[config.mk]
export PLATFORM = sky130hd
export DESIGN_NAME = ball_move_ctrl
export DESIGN_NICKNAME = d
export VERILOG_FILES = /design/src/rtl/ball_pkg.sv /design/src/rtl/tick_gen.sv /design/src/rtl/ball_move_ctrl.sv
export SDC_FILE = /design/constraint.sdc
export NUM_CORES = 1
export LEC_CHECK = 0
export ABC_AREA = 1
export BUFFER_PORTS_ARGS = -buffer_cell sky130_fd_sc_hd__buf_2
export CAP_MARGIN = 0
export CORE_MARGIN = 10
export CORE_UTILIZATION = 59
export CTS_CLUSTER_DIAMETER = 30
export DETAILED_ROUTE_END_ITERATION = 16
export GPL_ROUTABILITY_DRIVEN = 1
export GPL_TIMING_DRIVEN = 0
export PLACE_DENSITY = 0.83
export SLEW_MARGIN = 20
export SYNTH_ARGS = -nofsm -noshare
export SYNTH_HDL_FRONTEND = slang
export SYNTH_HIERARCHICAL = 1
export SYNTH_SLANG_ARGS = --single-unit
export TNS_END_PERCENT = 30
[constraint.sdc]
create_clock -name clk -period 2.5 [get_ports clk]
set_input_delay 0.75 -clock clk [delete_from_list [all_inputs] [get_ports clk]]
set_output_delay 0.75 -clock clk [all_outputs]
set_load 0.01 [all_outputs]
[src/rtl/ball_pkg.sv]
// Shared definitions for the ball movement path: direction indices, scheduler
// states, screen limits and small direction helpers.
package ball_pkg;

    localparam int DIR_UP = 0;
    localparam int DIR_DN = 1;
    localparam int DIR_LT = 2;
    localparam int DIR_RT = 3;

    localparam int SCR_X_MAX = 639;
    localparam int SCR_Y_MAX = 479;

    typedef enum logic [2:0] {
        IDLE,
        SEL,
        REQ,
        WAIT,
        EVAL,
        ISSUE
    } move_state_t;

    // Opposing requests on one axis cancel each other: neither moves nor blocks.
    function automatic logic [3:0] cancel_opposites(input logic [3:0] d);
        logic [3:0] r;
        r = d;
        if (d[DIR_UP] && d[DIR_DN]) begin
            r[DIR_UP] = 1'b0;
            r[DIR_DN] = 1'b0;
        end
        if (d[DIR_LT] && d[DIR_RT]) begin
            r[DIR_LT] = 1'b0;
            r[DIR_RT] = 1'b0;
        end
        return r;
    endfunction

    function automatic logic [1:0] lowest_dir(input logic [3:0] p);
        if (p[DIR_UP]) return 2'(DIR_UP);
        if (p[DIR_DN]) return 2'(DIR_DN);
        if (p[DIR_LT]) return 2'(DIR_LT);
        return 2'(DIR_RT);
    endfunction

endpackage

[src/rtl/tick_gen.sv]
// Free-running rate divider: one-cycle tick every CLK_HZ/TICK_HZ clocks,
// asserted in the cycle the counter sits at its terminal value.
module tick_gen #(
    parameter int CLK_HZ  = 100_000_000,
    parameter int TICK_HZ = 30
) (
    input  logic clk,
    input  logic reset,
    output logic tick
);

    localparam int PERIOD = CLK_HZ / TICK_HZ;
    localparam int CW     = (PERIOD > 1) ? $clog2(PERIOD) : 1;

    logic [CW-1:0] cnt;

    // NOTE: sequential state uses non-blocking assignments so every register
    // samples pre-edge values regardless of statement order.
    always_ff @(posedge clk or negedge reset) begin
        if (!reset) begin
            cnt <= '0;
        end else if (cnt == CW'(PERIOD - 1)) begin
            cnt <= '0;
        end else begin
            cnt <= cnt + 1'b1;
        end
    end

    assign tick = (cnt == CW'(PERIOD - 1));

endmodule

[src/rtl/ball_move_ctrl.sv]
// Per-tick ball movement scheduler: latches direction requests, checks each
// step against bounds and the shared map port, then pulses permitted moves.
module ball_move_ctrl
    import ball_pkg::*;
#(
    parameter int         CLK_HZ    = 100_000_000,
    parameter int         TICK_HZ   = 30,
    parameter int         MAP_LAT   = 2,
    parameter int         STEP      = 1,
    parameter int         X_MAX     = SCR_X_MAX,
    parameter int         Y_MAX     = SCR_Y_MAX,
    parameter logic [7:0] WALL_MASK = 8'hFF
) (
    input  logic       clk,
    input  logic       reset,
    input  logic [3:0] dir_req,
    input  logic [9:0] loc_x,
    input  logic [8:0] loc_y,
    output logic       map_req,
    output logic [9:0] map_x,
    output logic [8:0] map_y,
    input  logic       map_gnt,
    input  logic [7:0] map_data,
    output logic [3:0] movement,
    output logic [3:0] blocked,
    output logic       busy,
    output logic       tick_miss
);

    localparam logic [10:0] STEP_X = 11'(STEP);
    localparam logic [9:0]  STEP_Y = 10'(STEP);
    localparam logic [10:0] XMAX_W = 11'(X_MAX);
    localparam logic [9:0]  YMAX_W = 10'(Y_MAX);

    logic        tick;
    move_state_t state;
    logic [3:0]  pend;
    logic [3:0]  go;
    logic [1:0]  cur;
    logic [2:0]  lat_cnt;
    logic [7:0]  data_q;

    logic [1:0]  cur_sel;
    logic        tgt_ok;
    logic [9:0]  tgt_x;
    logic [8:0]  tgt_y;
    logic [10:0] x_w;
    logic [9:0]  y_w;
    logic [3:0]  cur_bit;
    logic        wall_hit;
    logic [3:0]  pend_clr;
    logic [3:0]  go_next;
    logic [3:0]  dir_eff;

    tick_gen #(
        .CLK_HZ (CLK_HZ),
        .TICK_HZ(TICK_HZ)
    ) u_tick (
        .clk  (clk),
        .reset(reset),
        .tick (tick)
    );

    assign x_w     = {1'b0, loc_x};
    assign y_w     = {1'b0, loc_y};
    assign dir_eff = cancel_opposites(dir_req);

    // Widened sums keep the bound test free of wrap-around at the screen edges.
    // NOTE: every always_comb output gets a default first so no path can leave
    // it unassigned and infer a latch.
    always_comb begin
        cur_sel = lowest_dir(pend);
        tgt_ok  = 1'b0;
        tgt_x   = loc_x;
        tgt_y   = loc_y;
        case (cur_sel)
            2'(DIR_UP): begin
                tgt_ok = (y_w >= STEP_Y);
                tgt_y  = 9'(y_w - STEP_Y);
            end
            2'(DIR_DN): begin
                tgt_ok = (y_w + STEP_Y <= YMAX_W);
                tgt_y  = 9'(y_w + STEP_Y);
            end
            2'(DIR_LT): begin
                tgt_ok = (x_w >= STEP_X);
                tgt_x  = 10'(x_w - STEP_X);
            end
            default: begin
                tgt_ok = (x_w + STEP_X <= XMAX_W);
                tgt_x  = 10'(x_w + STEP_X);
            end
        endcase
    end

    assign cur_bit  = 4'b0001 << cur;
    assign wall_hit = |(data_q & WALL_MASK);
    assign pend_clr = pend & ~cur_bit;
    assign go_next  = wall_hit ? go : (go | cur_bit);

    always_ff @(posedge clk or negedge reset) begin
        if (!reset) begin
            state     <= IDLE;
            pend      <= '0;
            go        <= '0;
            cur       <= '0;
            lat_cnt   <= '0;
            data_q    <= '0;
            map_req   <= 1'b0;
            map_x     <= '0;
            map_y     <= '0;
            movement  <= '0;
            blocked   <= '0;
            tick_miss <= 1'b0;
        end else begin
            movement <= '0;
            if (tick && state != IDLE) begin
                tick_miss <= 1'b1;
            end
            case (state)
                IDLE: begin
                    if (tick && dir_req != 4'b0000) begin
                        pend    <= dir_eff;
                        go      <= '0;
                        blocked <= '0;
                        state   <= (dir_eff == 4'b0000) ? ISSUE : SEL;
                    end
                end
                SEL: begin
                    if (pend == 4'b0000) begin
                        movement <= go;
                        state    <= ISSUE;
                    end else begin
                        cur <= cur_sel;
                        if (tgt_ok) begin
                            map_req <= 1'b1;
                            map_x   <= tgt_x;
                            map_y   <= tgt_y;
                            state   <= REQ;
                        end else begin
                            blocked[cur_sel] <= 1'b1;
                            pend[cur_sel]    <= 1'b0;
                        end
                    end
                end
                REQ: begin
                    if (map_gnt) begin
                        map_req <= 1'b0;
                        lat_cnt <= 3'd1;
                        state   <= WAIT;
                    end
                end
                WAIT: begin
                    if (lat_cnt == 3'(MAP_LAT)) begin
                        data_q <= map_data;
                        state  <= EVAL;
                    end else begin
                        lat_cnt <= lat_cnt + 3'd1;
                    end
                end
                EVAL: begin
                    if (wall_hit) begin
                        blocked[cur] <= 1'b1;
                    end
                    go   <= go_next;
                    pend <= pend_clr;
                    // Last pending direction goes straight to the pulse cycle.
                    if (pend_clr == 4'b0000) begin
                        movement <= go_next;
                        state    <= ISSUE;
                    end else begin
                        state <= SEL;
                    end
                end
                ISSUE: begin
                    state <= IDLE;
                end
                default: begin
                    state <= IDLE;
                end
            endcase
        end
    end

    assign busy = (state != IDLE);

endmodule
==> flow_summary.json <==
{
  "clock-sinks": 75,
  "p_leak_nw": 3.02,
  "clockBufferDepth": 2,
  "root_buffer": "clkbuf_8",
  "cp_common_cell": "nand2_1",
  "synth_compound_area_share_pct": 11.0,
  "hold_viol": 0,
  "crit_chain": "inv_2 > ha_1 > nand4_1 > nor2_2 > nand3_2 > inv_1 > nand2_1 > inv_1 > nand2_1 > a21oi_4 > nand2_2 > nand2_1 > o21ai_1",
  "cts_made_buffers": 9,
  "antenna_cells": 0,
  "crit_arrival_ns": 2.54,
  "muxShareOfSynthArea_pct": 1.77,
  "critPathLaunchType": "flop",
  "boundaryPins": 64,
  "synthXorXnorAreaFrac_pct": 3.61,
  "worstHoldPathType": "input pin to asynchronous set/reset pin",
  "drive_gt1_share_pct": 22.7,
  "syn2layout_area_growth_pct": 13.7,
  "nets": 803,
  "yosys_warnings": 6,
  "cp_slowest_stage_delay_ns": 0.41,
  "setup_tns_ns": 0,
  "dpl.hpwl_mm": 9.45,
  "synth-seq-cells": 75,
  "grt_pass1_vias": 4406,
  "synth-edff-count": 0,
  "dieArea_um2": 12800,
  "fin_skew_ns": 0.00857,
  "required_ns": 2.73,
  "wl_mm": 12.1,
  "slew_headroom_pct": 70.0,
  "rows": 33,
  "synthCells": 677,
  "clk_pin_slew_worst_paths_ns": 0.09,
  "outcome": "complete, no violations",
  "wl_per_cell_um": 14.1,
  "grt_pass1_wl_mm": 20.4,
  "die_y_um": 113,
  "die-width_um": 113,
  "holdWs_ns": 0.263,
  "cap_violations": 0,
  "overflow": 0,
  "synthSimpleGateAreaFrac_pct": 34.6,
  "port_buffers": 62,
  "h-tree-depth": 3,
  "peakVddDrop_v": 0.000303,
  "end_kind": "flop",
  "ys.flop_type": "dfrtp_1",
  "drv_slew": 0,
  "synth_fa_ha_area_share_pct": 4.17,
  "crit_type": "flop to flop",
  "fmaxAchievable_mhz": 433,
  "synth_top_family_by_area": "simple AND/OR/NAND/NOR gates",
  "initial_utilization_pct": 61.4,
  "ant_nets": 0,
  "cpMaxStageDelayCell": "dfrtp_1",
  "synth-seq-area-share_pct": 36.8,
  "core_area_um2": 8300,
  "grt.total_usage_pct": 18.7,
  "cts_tree": "built",
  "antenna_found_initial": 0,
  "clock_latency_ns": 0.36,
  "drtIter0Drc": 262,
  "syn_avg_cell_area_um2": 7.53,
  "worstMarginPinSlew_ns": 0.446,
  "power_density_nw_per_um2": 416,
  "async_flop_share_pct": 100,
  "worstPathMaxFanout": 7,
  "synth_nets": 728,
  "place.gp.congestion": 0.947,
  "routed-via-count": 4645,
  "synth_cell_types": 52,
  "grt_max_degree": 57,
  "ctsHoldBuffers": 0,
  "utilization_pct": 69.8,
  "vias_per_cell": 5.39,
  "finalSetupViolations": 0,
  "post-route-period-util_pct": 92.4,
  "fin_crit_ns": 2.31,
  "dr.pass1.iters": 6,
  "syn-cell-area_um2": 5100,
  "drcViolationCount": 0
}
## sequential cells by signal, indices dropped and copies added (netlist names)
| register | cells |
|---|---|
| state | 3 |
| map_y | 9 |
| lat_cnt | 3 |
| map_x | 10 |
| cur | 2 |
| go | 4 |
| movement | 4 |
| data_q | 8 |
| tick_miss | 1 |
| blocked | 4 |
| map_req | 1 |
| u_tick/cnt | 22 |
| pend | 4 |
## where the power goes
group          switching, mW  leakage (nW)  internal (mW)
sequential           0.00451          1.00           1.22
clock                  0.493         0.109          0.501
combinational          0.126          1.91         0.0694
## critical path, delay by kind of cell (launching register included)
kind                       cells  cell delay [ns]
DFF                            1             0.41
buffers and inverters          3             0.33
adders and majority gates      1             0.19
AOI/OAI and AO/OA              2             0.32
and+or+nand+nor                7             0.92
## cell usage after synthesis (2+ instances only)
cell type	n	share of area (%)
buf_8	2	0.59
nor2_1	96	7.1
nor2_2	11	1.3
nand2_4	5	1.1
mux2_2	8	1.8
inv_2	9	0.66
o21ai_2	12	2.1
nor2_4	5	1.1
ha_1	17	4.2
a21oi_4	2	0.64
buf_6	2	0.44
o21ai_0	26	2.6
nand2_2	18	2.2
o22ai_1	5	0.61
nand4_1	12	1.5
nand3_1	31	3.0
o31ai_1	4	0.59
a21oi_1	18	1.8
xor2_1	20	3.4
a221oi_1	3	0.52
o21ai_1	6	0.59
o21bai_1	2	0.29
buf_4	2	0.29
nor2_8	3	1.2
nor4_1	2	0.25
nand2_1	162	12
nand3_2	3	0.59
inv_1	78	5.7
buf_2	2	0.20
dfrtp_1	75	37
nor3_1	15	1.5
## through the flow
stage,cells,worst slack (ns),area [um^2],power [mW]
5_1_grt,862,-0.0216,5800,2.52
6_report,862,0.189,5800,2.41
3_3_place_gp,844,-0.0388,5540,1.43
3_5_place_dp,845,-0.0942,5570,1.44
2_1_floorplan,677,0.360,5100,1.35
4_1_cts,861,0.0737,5780,2.44
## layout by cell type (no fill, tap or decap), types with 2 or more instances in the layout
| cell | netlist | layout |
|---|---|---|
| o21ai_0 | 26 | 26 |
| buf_6 | 2 | 2 |
| o31ai_1 | 4 | 4 |
| clkinv_4 | 0 | 2 |
| nand2_1 | 162 | 162 |
| o21ai_1 | 6 | 6 |
| a21oi_1 | 18 | 18 |
| ha_1 | 17 | 17 |
| nand3_2 | 3 | 4 |
| buf_8 | 2 | 2 |
| o22ai_1 | 5 | 5 |
| clkbuf_8 | 0 | 10 |
| nand2_2 | 18 | 18 |
| nor2_2 | 11 | 12 |
| inv_2 | 9 | 9 |
| a21oi_4 | 2 | 2 |
| nor2_1 | 96 | 95 |
| o21bai_1 | 2 | 2 |
| nor3_1 | 15 | 15 |
| buf_4 | 2 | 4 |
| nor2_4 | 5 | 5 |
| nand3_1 | 31 | 30 |
| xor2_1 | 20 | 20 |
| buf_2 | 2 | 63 |
| nor4_1 | 2 | 2 |
| a221oi_1 | 3 | 3 |
| nand4_1 | 12 | 12 |
| dfrtp_1 | 75 | 75 |
| inv_1 | 78 | 78 |
| nand2_4 | 5 | 5 |
| mux2_2 | 8 | 8 |
| o21ai_2 | 12 | 12 |
| nor2_8 | 3 | 3 |
## logic make-up (layout without fill, tap and decap cells)
group           count (synthesis)  after routing
compound gates                 87             87
xor+xnor                       21             21
fa+ha+maj                      17             17
buf+inv                        97            177
flops                          75             75
mux                             8              8
simple gates                  372            372
## layout make-up
| cell class | instances | area [um^2] |
|---|---|---|
| clock inverter | 6 | 72.6 |
| clock buffer | 10 | 138 |
| tap | 105 | 131 |
| buffer | 9 | 81.3 |
| sequential | 75 | 1880 |
| multi-input combinational | 505 | 2820 |
| inverter | 88 | 330 |
| timing repair buffer | 64 | 348 |
| fill | 672 | 2500 |
## per-layer routing
layer	vias up	global-route usage, %	part of all wire (%)
li1	2326	-	-
met1	2138	24.4	46
met2	158	29.4	45
met3	23	4.60	7.0
met4	0	6.51	1.8
met5	-	0	0
## worst paths after layout
check	slack, ns	start	depth (start not counted)	endpoint
setup / recovery	0.19	u_tick/cnt[0]	13	pend[3]
hold / removal	0.26	reset	1	u_tick/cnt[16]
setup reg to reg	0.19	u_tick/cnt[0]	13	pend[3]
hold reg to reg	0.47	tick_miss	1	tick_miss
max in group asynchronous	1.68	reset	2	blocked[2]
min in group clk	0.47	tick_miss	1	tick_miss
## timing repair
| item | in CTS | in global routing |
|---|---|---|
| resized for setup | 0 | 2 |
| hold endpoints to repair | 0 | 0 |
| buffers inserted | 0 | 1 |
| setup endpoints to repair | 0 | 8 |
No activity file was read; power rests on OpenSTA's default activity.
